--- config.mk ---
export PLATFORM = sky130hd
export DESIGN_NAME = mem_arbiter
export DESIGN_NICKNAME = d
export VERILOG_FILES = /design/src/rtl/mem_arbiter.sv
export SDC_FILE = /design/constraint.sdc
export NUM_CORES = 1
export LEC_CHECK = 0
export CORE_AREA = 2 2 123 125
export DETAILED_ROUTE_END_ITERATION = 6
export DIE_AREA = 0 0 125 127
export SETUP_SLACK_MARGIN = 0.1
export SKIP_LAST_GASP = 1
export SYNTH_ARGS = -nofsm -noshare
export SYNTH_HDL_FRONTEND = slang
export SYNTH_SLANG_ARGS = --single-unit
--- constraint.sdc ---
create_clock -name clk -period 2.4 [get_ports clk]
set_input_delay 0.48 -clock clk [delete_from_list [all_inputs] [get_ports clk]]
set_output_delay 0.48 -clock clk [all_outputs]
set_load 0.01 [all_outputs]
--- src/rtl/mem_arbiter.sv ---
// Single-port RAM arbiter shared by a programmer, a core data port and a core fetch port.
// Fixed priority: programmer, then data, then instruction; the core is stalled via mem_hold.
module mem_arbiter #(
  parameter int unsigned ADDR_W = 12
) (
  input  logic              clk,
  input  logic              Rst,
  input  logic              prog_ena,
  input  logic              prog_we,
  input  logic [31:0]       prog_addr,
  input  logic [31:0]       prog_din,
  input  logic              imem_en,
  input  logic [31:0]       imem_addr,
  output logic [31:0]       imem_dout,
  input  logic              mem_wea,
  input  logic              mem_rea,
  input  logic [3:0]        mem_en,
  input  logic [31:0]       mem_addr,
  input  logic [31:0]       mem_din,
  output logic [31:0]       mem_dout,
  output logic              mem_hold,
  output logic              ram_en,
  output logic [3:0]        ram_we,
  output logic [ADDR_W-1:0] ram_addr,
  output logic [31:0]       ram_din,
  input  logic [31:0]       ram_dout
);

  localparam int unsigned BE_W  = 4;
  localparam int unsigned AW_HI = ADDR_W + 1;

  typedef enum logic [2:0] {
    IDLE  = 3'd0,
    D_RD  = 3'd1,
    I_ISS = 3'd2,
    I_RD  = 3'd3,
    DONE  = 3'd4,
    PROG  = 3'd5
  } state_t;

  state_t state, state_nxt;

  // Byte-offset and out-of-range address bits are deliberately discarded.
  logic unused_addr_bits;
  assign unused_addr_bits = ^{prog_addr[31:AW_HI+1], prog_addr[1:0],
                              imem_addr[31:AW_HI+1], imem_addr[1:0],
                              mem_addr[31:AW_HI+1],  mem_addr[1:0]};

  always_ff @(posedge clk) begin
    if (Rst) state <= IDLE;
    else     state <= state_nxt;
  end

  // Next state and RAM port steering; everything forced idle while in reset.
  always_comb begin
    state_nxt = state;
    mem_hold  = 1'b0;
    ram_en    = 1'b0;
    ram_we    = '0;
    ram_addr  = '0;
    ram_din   = '0;
    if (!Rst) begin
      case (state)
        IDLE: begin
          if (prog_ena) begin
            mem_hold  = 1'b1;
            state_nxt = PROG;
          end else if (mem_wea) begin
            ram_en   = 1'b1;
            ram_we   = mem_en;
            ram_addr = mem_addr[AW_HI:2];
            ram_din  = mem_din;
            if (imem_en) begin
              mem_hold  = 1'b1;
              state_nxt = I_ISS;
            end
          end else if (mem_rea) begin
            ram_en    = 1'b1;
            ram_addr  = mem_addr[AW_HI:2];
            mem_hold  = 1'b1;
            state_nxt = D_RD;
          end else if (imem_en) begin
            ram_en    = 1'b1;
            ram_addr  = imem_addr[AW_HI:2];
            mem_hold  = 1'b1;
            state_nxt = I_RD;
          end
        end
        D_RD: begin
          mem_hold = 1'b1;
          if (imem_en) begin
            ram_en    = 1'b1;
            ram_addr  = imem_addr[AW_HI:2];
            state_nxt = I_RD;
          end else begin
            state_nxt = DONE;
          end
        end
        I_ISS: begin
          mem_hold  = 1'b1;
          ram_en    = 1'b1;
          ram_addr  = imem_addr[AW_HI:2];
          state_nxt = I_RD;
        end
        I_RD: begin
          mem_hold  = 1'b1;
          state_nxt = DONE;
        end
        DONE: begin
          state_nxt = IDLE;
        end
        PROG: begin
          mem_hold = 1'b1;
          ram_en   = prog_we;
          ram_we   = {BE_W{prog_we}};
          ram_addr = prog_addr[AW_HI:2];
          ram_din  = prog_din;
          if (!prog_ena) state_nxt = DONE;
        end
        default: begin
          state_nxt = IDLE;
        end
      endcase
    end
  end

  // Read data is captured only in the cycle after its issue; otherwise held.
  always_ff @(posedge clk) begin
    if (Rst) begin
      mem_dout  <= '0;
      imem_dout <= '0;
    end else begin
      if (state == D_RD) mem_dout  <= ram_dout;
      if (state == I_RD) imem_dout <= ram_dout;
    end
  end

endmodule

Yosys cells after proc, flatten, opt, wreduce, memory -nomap -nowiden
Cells that the tools add are included.

Flip-flop bits (word level): 67. Output and inout port bits: 114. Logic and storage cells: 45.

Equal/unequal tests: 7. Multiplexer cells: 32. Reduce and logical (&&, ||, !) cells: 3.

Operators by type and width (number): 2-to-1 mux 32 bit (3); one-hot mux 32 bit (2 select lines) (1); 2-to-1 mux 12 bit (5); one-hot mux 12 bit (4 select lines) (1); 2-to-1 mux 3 bit (7); one-hot mux 3 bit (5 select lines) (1); 2-to-1 mux 4 bit (3); 2-to-1 mux 1 bit (8); != test 4 bit (second input constant) (2); one-hot mux 4 bit (2 select lines) (1); == test 3 x 2 -> 1 bit (second input constant) (2); one-hot mux 1 bit (4 select lines) (1); OR reduction 4 bit (1); == test 3 x 1 -> 1 bit (second input constant) (1); == test 3 bit (second input constant) (1); logical NOT 3 bit (1); AND reduction 3 bit (1); != test 2 bit (second input constant) (1); one-hot mux 1 bit (2 select lines) (1).

Logic depth before layout (Yosys ltp)
Gate-level depths: netlist (run 1).

Depth in word-level cells: 6. Gate-level depth with buffers: 7. Depth with buffers taken out: 4.

Least setup slack after synthesis (run 1)
Ideal clock, no wire load.

Path type: flip-flop to output port. From: register state[2]. To: output ram_din[10]. Arrival: 1.399 ns. Path slack: 0.521 ns. Stages on the path, launching flop included: 8. Path through: dfxtp_1 > buf_6 > nor4_4 > and2_1 > buf_6 > buf_8 > a22oi_2 > nor2_1.

Longest elaborated chain between the ends: 3. Elaborated cells between the ends (all ways): 4. Those cells by class: 1 x eq/ne; 2 x mux; 1 x reduce/logical.

RTL lines: start: declaration (line 41) `state_t state, state_nxt;`; start signal: assignment (line 51) `else state <= state_nxt;`; == test 3 bit / logical NOT 3 bit (equally long branches) (line 63) `case (state)`; one-hot mux 32 bit (2 select lines) (*) (line 63); 2-to-1 mux 32 bit (*) (line 62) `if (!Rst) begin`; end: declaration (line 25) `output logic [31:0] ram_din,`.

Every way passes the cells marked *; elsewhere a longest branch is shown, timed or not.

Final worst setup path (run 1)
From: input mem_rea. To: output ram_addr[2].

Longest elaborated chain between the ends: 5.

RTL lines: start: declaration (line 16) `input logic mem_rea,`; 2-to-1 mux 12 bit (line 77) `end else if (mem_rea) begin`; 2-to-1 mux 12 bit (line 68) `end else if (mem_wea) begin`; 2-to-1 mux 12 bit (line 65) `if (prog_ena) begin`; one-hot mux 12 bit (4 select lines) (line 63); 2-to-1 mux 12 bit (line 62); end: declaration (line 24) `output logic [ADDR_W-1:0] ram_addr,`.

No other way between the ends.

==> flow_summary.toml, run 1 <==
[pwr]
power_density_nw_per_um2 = 688
finalPower_mw = 4.55
power.internal_mw = 3.06
switching_power_mw = 1.49
swShare_pct = 32.7
pwr-share-comb_pct = 42.9
ir_drop_v = 0.000374
clkPwrFrac_pct = 27.6
seqPwrFrac_pct = 29.5
leakage_nw = 2.42

[floorplanning]
initial_core_util_pct = 23.0
io_pins = 317
core_area_um2 = 14400
dieArea_um2 = 15900
rows = 44
die_y_um = 127
die_w_um = 125

[outcome]
violations = "setup timing"
status = "finished with violations"

[worst_setup_path]
setup.worst_path.end = "ram_addr[2]"
reg2reg_depth = 6
critPathMaxStageDelay_ns = 0.43
cp_slowest_cell = "clkdlybuf4s50_1"
path_cells = "clkdlybuf4s50_1 > nor2_1 > and2b_2 > buf_6 > buf_8 > a22oi_2 > o2bb2ai_1 > buf_2"
cp-startpoint = "mem_rea"
cp-start-kind = "input port"
cp_data_arrival_time_ns = 1.95
critPathRequiredTime_ns = 1.92
r2r-start = "state[0]"
r2r-end = "mem_dout[3]"
timing.critical_path.buf_inv = 4
crit_fanout = 7
path_delay_family = "buffers and inverters"
reg2reg_setup_slack_ns = 0.79
endpoint_kind = "output port"
path_depth = 8
worstSetupPathType = "input port to output port"

[detailed_routing]
dr.pass1.iters = 4
route.vias.total = 4144
drc = 0
vias_per_cell = 4.64
final_antenna_net_count = 0
drt_iter0_markers = 180
drt-wirelength-per-cell_um = 16.5
totalWireLength_mm = 14.8

[global_route]
grtUsageMet2_pct = 30.4
overflow = 0
grt_max_degree = 59
grtUsageMet3_pct = 6.49
grt_pass1_wl_mm = 23.2
grtUsageMet1_pct = 23.2
gr-usage-all-layers_pct = 18.3
antenna_found_initial = 0
grt_pass1_vias = 4236
busiest_layer = "met2"

[clocking]
numCtsBuffers = 9
cts_root_buf = "clkbuf_16"
numClockSinks = 67
holdBufCountCts = 0
cts_tree = "yes"
clk_pin_slew_ns = 0.05
clockBufferDepth = 2
clock_latency_ns = 0.32
h-tree-depth = 3

[yosys]
synth.top_cell.area_share_pct = 40.3
ys_warn_count = 0
syn_inst = 436
yosysTopAreaCell = "dfxtp_1"
synth.area.top_cells = "dfxtp_1 40%, nand2_1 16%, a21oi_1 11%"
synth_edf_count = 0
ys_ff_latch = 67
syn-num-nets = 639
synth_most_common_cell = "nand2_1"
synthFlopType = "dfxtp_1"
synth.distinct_cells = 34
synth_common_cells = "138 x nand2_1, 71 x a21oi_1, 67 x dfxtp_1"
yosysSeqAreaShare_pct = 40.3
synth_area_um2 = 3320
async_flop_share_pct = 0
syn_area_per_cell_um2 = 7.62

[timing]
finalHoldViolCount = 0
fin_crit_sh_pct = 101
worstMarginPinSlew_ns = 0.597
hold_slack_ns = 0.450
max-slew-margin-rel_pct = 60.2
fin_crit_ns = 2.43
fmax_mhz = 411
finalSetupViolations = 3
rsz0062_at_grt = "true"
slew_viol_final = 0
timing.final.ws_setup_ns = -0.0331
skew_ns = 0.00213

[min_path]
hp-class = "flop to flop"

[placed_design]
place_hpwl_mm = 11.1
place.gp.congestion = 0.866
io_buffers = 256

[final_layout]
num-nets-final = 908
multi_input_area_um2 = 1950
fillCellCount = 1415
drive_gt1_share_pct = 23.9
regArea_um2 = 1350
syn2layout_area_growth_pct = 98.9
diodes = 0

[run]
maxCapViolCount = 0
-- worst min-delay path, cell delays in order (launching register included) --
cell	delay, ns
dfxtp_1	0.30
nand2_1	0.05
a21oi_1	0.05
-- what timing repair did --
action / 4_1_cts / 5_1_grt
gates cloned: 3 / 0
endpoints found under the setup margin: 50 / 48
gates resized for setup: 227 / 38
buffers inserted: 7 / 5
pin swaps: 13 / 21
-- per-layer routing --
metal	part of all wire, %	up-vias
met5	0	-
met4	0.93	0
met3	8.4	15
met2	46	162
met1	45	1942
li1	-	2025
-- cells by family after synthesis --
group                  synth area share [%]
and+or+nand+nor                        23.7
DFF                                    40.3
AOI/OAI and AO/OA                      28.9
buffers and inverters                  7.08
-- worst min-delay path by stage --
stage,start,to,slack (ns),cells past startpoint
4_1_cts,mem_dout[28],mem_dout[28],0.45,2
3_5_place_dp,mem_dout[23],mem_dout[23],0.45,2
3_3_place_gp,imem_dout[3],imem_dout[3],0.44,2
5_1_grt,imem_dout[25],imem_dout[25],0.47,2
2_1_floorplan,imem_dout[0],imem_dout[0],0.48,2
6_report,mem_dout[23],mem_dout[23],0.45,2
-- placed cells by master (no fill, tap or decap), types with 2 or more instances in the layout --
cell type	instances
buf_6	6
dfxtp_1	64
buf_16	2
inv_1	2
a21oi_1	68
a21oi_2	3
nand2b_1	2
nor4_4	2
o2bb2ai_2	6
buf_12	6
a31oi_1	2
o2bb2ai_1	6
buf_4	33
buf_8	2
clkbuf_2	2
clkbuf_16	9
buf_2	42
nand2_1	134
clkbuf_1	2
dfxtp_4	2
clkinv_2	3
a22oi_1	5
nor2_1	36
nand2_4	3
o21ai_0	2
clkdlybuf4s50_1	203
a22oi_2	39
-- power groups by stage --
stage               clock network (mW)  registers [mW]  logic (mW)
detailed placement                   0            1.37        1.79
global placement                     0            1.36        1.77
floorplan                            0            1.39       0.809
CTS                               1.30            1.34        1.89
finish                            1.26            1.34        1.95
global route                      1.35            1.36        2.10
-- final cells by class --
type	instances	share of cell area [%]
Tap cell	184	3.48
Inverter	2	0.114
Clock inverter	5	0.814
Multi-Input combinational cell	327	29.4
Clock buffer	11	3.52
Sequential cell	67	20.4
Timing Repair Buffer	298	42.2
-- per-stage QoR --
| stage | instances | utilization, % | TNS (ns) | area, um^2 | worst slack [ns] |
|---|---|---|---|---|---|
| global route | 894 | 45.8 | -1.33 | 6610 | -0.109 |
| floorplan | 436 | - | 0 | 3320 | 0.521 |
| detailed placement | 864 | 42.7 | -20.90 | 6160 | -0.568 |
| CTS | 890 | 44.9 | 0 | 6470 | 0.000802 |
| global placement | 864 | 42.7 | -20.57 | 6160 | -0.563 |
| finish | 894 | 45.8 | -0.0539 | 6610 | -0.0331 |
-- registers in the layout, indices dropped and copies added (netlist names) --
| signal | count |
|---|---|
| imem_dout | 32 |
| state | 3 |
| mem_dout | 32 |
(Power assumes the default switching activity.)
==> run 2: changes to the inputs <==
CAP_MARGIN = 30   (was default)
CTS_CLUSTER_SIZE = 10   (was default)
==> results of run 2 <==
Same layout as run 1: the final DEF is identical, and so are final timing and power.
==> run 3: changes to the inputs <==
PLACE_DENSITY = 0.73   (was default)
SLEW_MARGIN = 0   (was default)
==> flow_summary.toml, run 3 (same netlist as run 1, synthesis figures left out) <==
[final_layout]
regArea_um2 = 1350
finalNonFillerCells = 897
num-nets-final = 911
drive_gt1_share_pct = 25.0
diodes = 0
final_cell_mix = "202 x clkdlybuf4s50_1, 133 x nand2_1, 67 x a21oi_1"
multi_input_area_um2 = 1980
fillCellCount = 1405
largestRegisters = "imem_dout (32), mem_dout (32), state (3)"
syn2layout_area_growth_pct = 101
layout_commonest_cell = "clkdlybuf4s50_1"

[pwr]
leakage_nw = 2.46
finalPower_mw = 4.64
ir_drop_v = 0.000375
power_density_nw_per_um2 = 694

[worst_setup_path]
critPathRequiredTime_ns = 1.92
path_cells = "buf_4 > buf_4 > nor2_1 > o21bai_1 > a21oi_4 > buf_6 > o2bb2ai_1 > buf_2"
worst_path_most_repeated_cell = "buf_4"
cp_slowest_cell = "dfxtp_4"
cp-start-kind = "flop"
endpoint_kind = "output port"
worstSetupPathType = "flop to output port"
critPathMaxStageDelay_ns = 0.35
cp_data_arrival_time_ns = 1.91
crit_fanout = 5

[timing]
max-slew-margin-rel_pct = 57.3
hold_slack_ns = 0.450
worstMarginPinSlew_ns = 0.640
skew_ns = 0.00498
fmax_mhz = 418
finalHoldViolCount = 0
slew_viol_final = 0
rsz0062_at_grt = "true"
finalSetupViolations = 0
fin_crit_sh_pct = 99.7
fin_crit_ns = 2.39

[clocking]
h-tree-depth = 3
cts_tree = "yes"
clock_latency_ns = 0.32
clockBufferDepth = 2
numClockSinks = 67
cts_root_buf = "clkbuf_16"
numCtsBuffers = 9
holdBufCountCts = 0
clk_pin_slew_ns = 0.05

[placed_design]
place.gp.congestion = 0.775
place_hpwl_mm = 11.3
io_buffers = 256
dp.cells = 870

[floorplanning]
io_pins = 317
initial_core_util_pct = 23.0
core_area_um2 = 14400
dieArea_um2 = 15900
rows = 44
die_y_um = 127
die_w_um = 125

[detailed_routing]
vias_per_cell = 4.54
drt-wirelength-per-cell_um = 16.9
dr.pass1.iters = 5
drc = 0
route.vias.total = 4068
final_antenna_net_count = 0
totalWireLength_mm = 15.2
drt_iter0_markers = 167

[global_route]
gr-usage-all-layers_pct = 18.5
antenna_found_initial = 1
grt_pass1_vias = 4044
grt_max_degree = 55
grt_pass1_wl_mm = 23.1
overflow = 0

[min_path]
hp-class = "flop to flop"

[outcome]
status = "complete, no violations"

[run]
maxCapViolCount = 0
[run 3: cell types whose count changed in the layout (fill, tap and decap cells not counted), sizes merged]
cell / change
clkdlybuf4s15: -1
clkdlybuf4s50: -1
dlymetal6s2s: +2
buf: +3
clkinv: -1
clkinvlp: +1
[run 3: final cells by class]
class	instances	area share [%]
Inverter	2	0.112
Multi-Input combinational cell	327	29.6
Clock inverter	5	0.786
Sequential cell	67	20.1
Clock buffer	11	3.63
Tap cell	184	3.44
Timing Repair Buffer	301	42.3
[run 3: what timing repair did]
item	4_1_cts	5_1_grt
pin swaps	8	13
gates resized for setup	224	47
endpoints found under the setup margin	50	50
cloned	3	0
setup buffers	4	5
[run 3: report_power, final]
part           switching, mW  leakage, nW  internal (mW)
clock network          0.462        0.145          0.826
logic                  0.972         1.77           1.05
registers             0.0814        0.544           1.25
total                   1.52         2.46           3.13
[run 3: path summary, 6_finish.rpt]
| check | cells past startpoint | endpoint | slack (ns) | startpoint |
|---|---|---|---|---|
| worst min-delay path | 2 | imem_dout[2] | 0.45 | imem_dout[2] |
| worst min register to register | 2 | imem_dout[2] | 0.45 | imem_dout[2] |
| worst max register to register | 7 | imem_dout[11] | 0.50 | state[2] |
| worst max-delay path | 8 | ram_addr[4] | 0.007 | state[2] |
[run 3: critical path, delay by kind of cell, from the launching register on]
kind / cells / cell delay (ns)
buf+inv: 4 / 0.61
compound gates: 3 / 0.48
flops: 1 / 0.35
simple gates: 1 / 0.15
[run 3: layer usage]
layer / vias up / global-route usage [%] / routed length [um]
li1: 2032 / - / -
met1: 1831 / 24.3 / 6760
met2: 186 / 30.4 / 7080
met3: 17 / 5.65 / 1120
met4: 2 / 3.79 / 181
met5: - / 0 / 13
[run 3: per-stage QoR]
stage	util [%]	TNS (ns)	setup slack (ns)	area [um^2]
5_1_grt	46.4	-1.16	-0.0747	6690
6_report	46.4	0	0.00678	6690
4_1_cts	44.9	-0.0502	-0.0176	6480
3_5_place_dp	43.1	-23.18	-0.568	6220
2_1_floorplan	-	0	0.521	3320
3_3_place_gp	43.1	-22.22	-0.557	6220
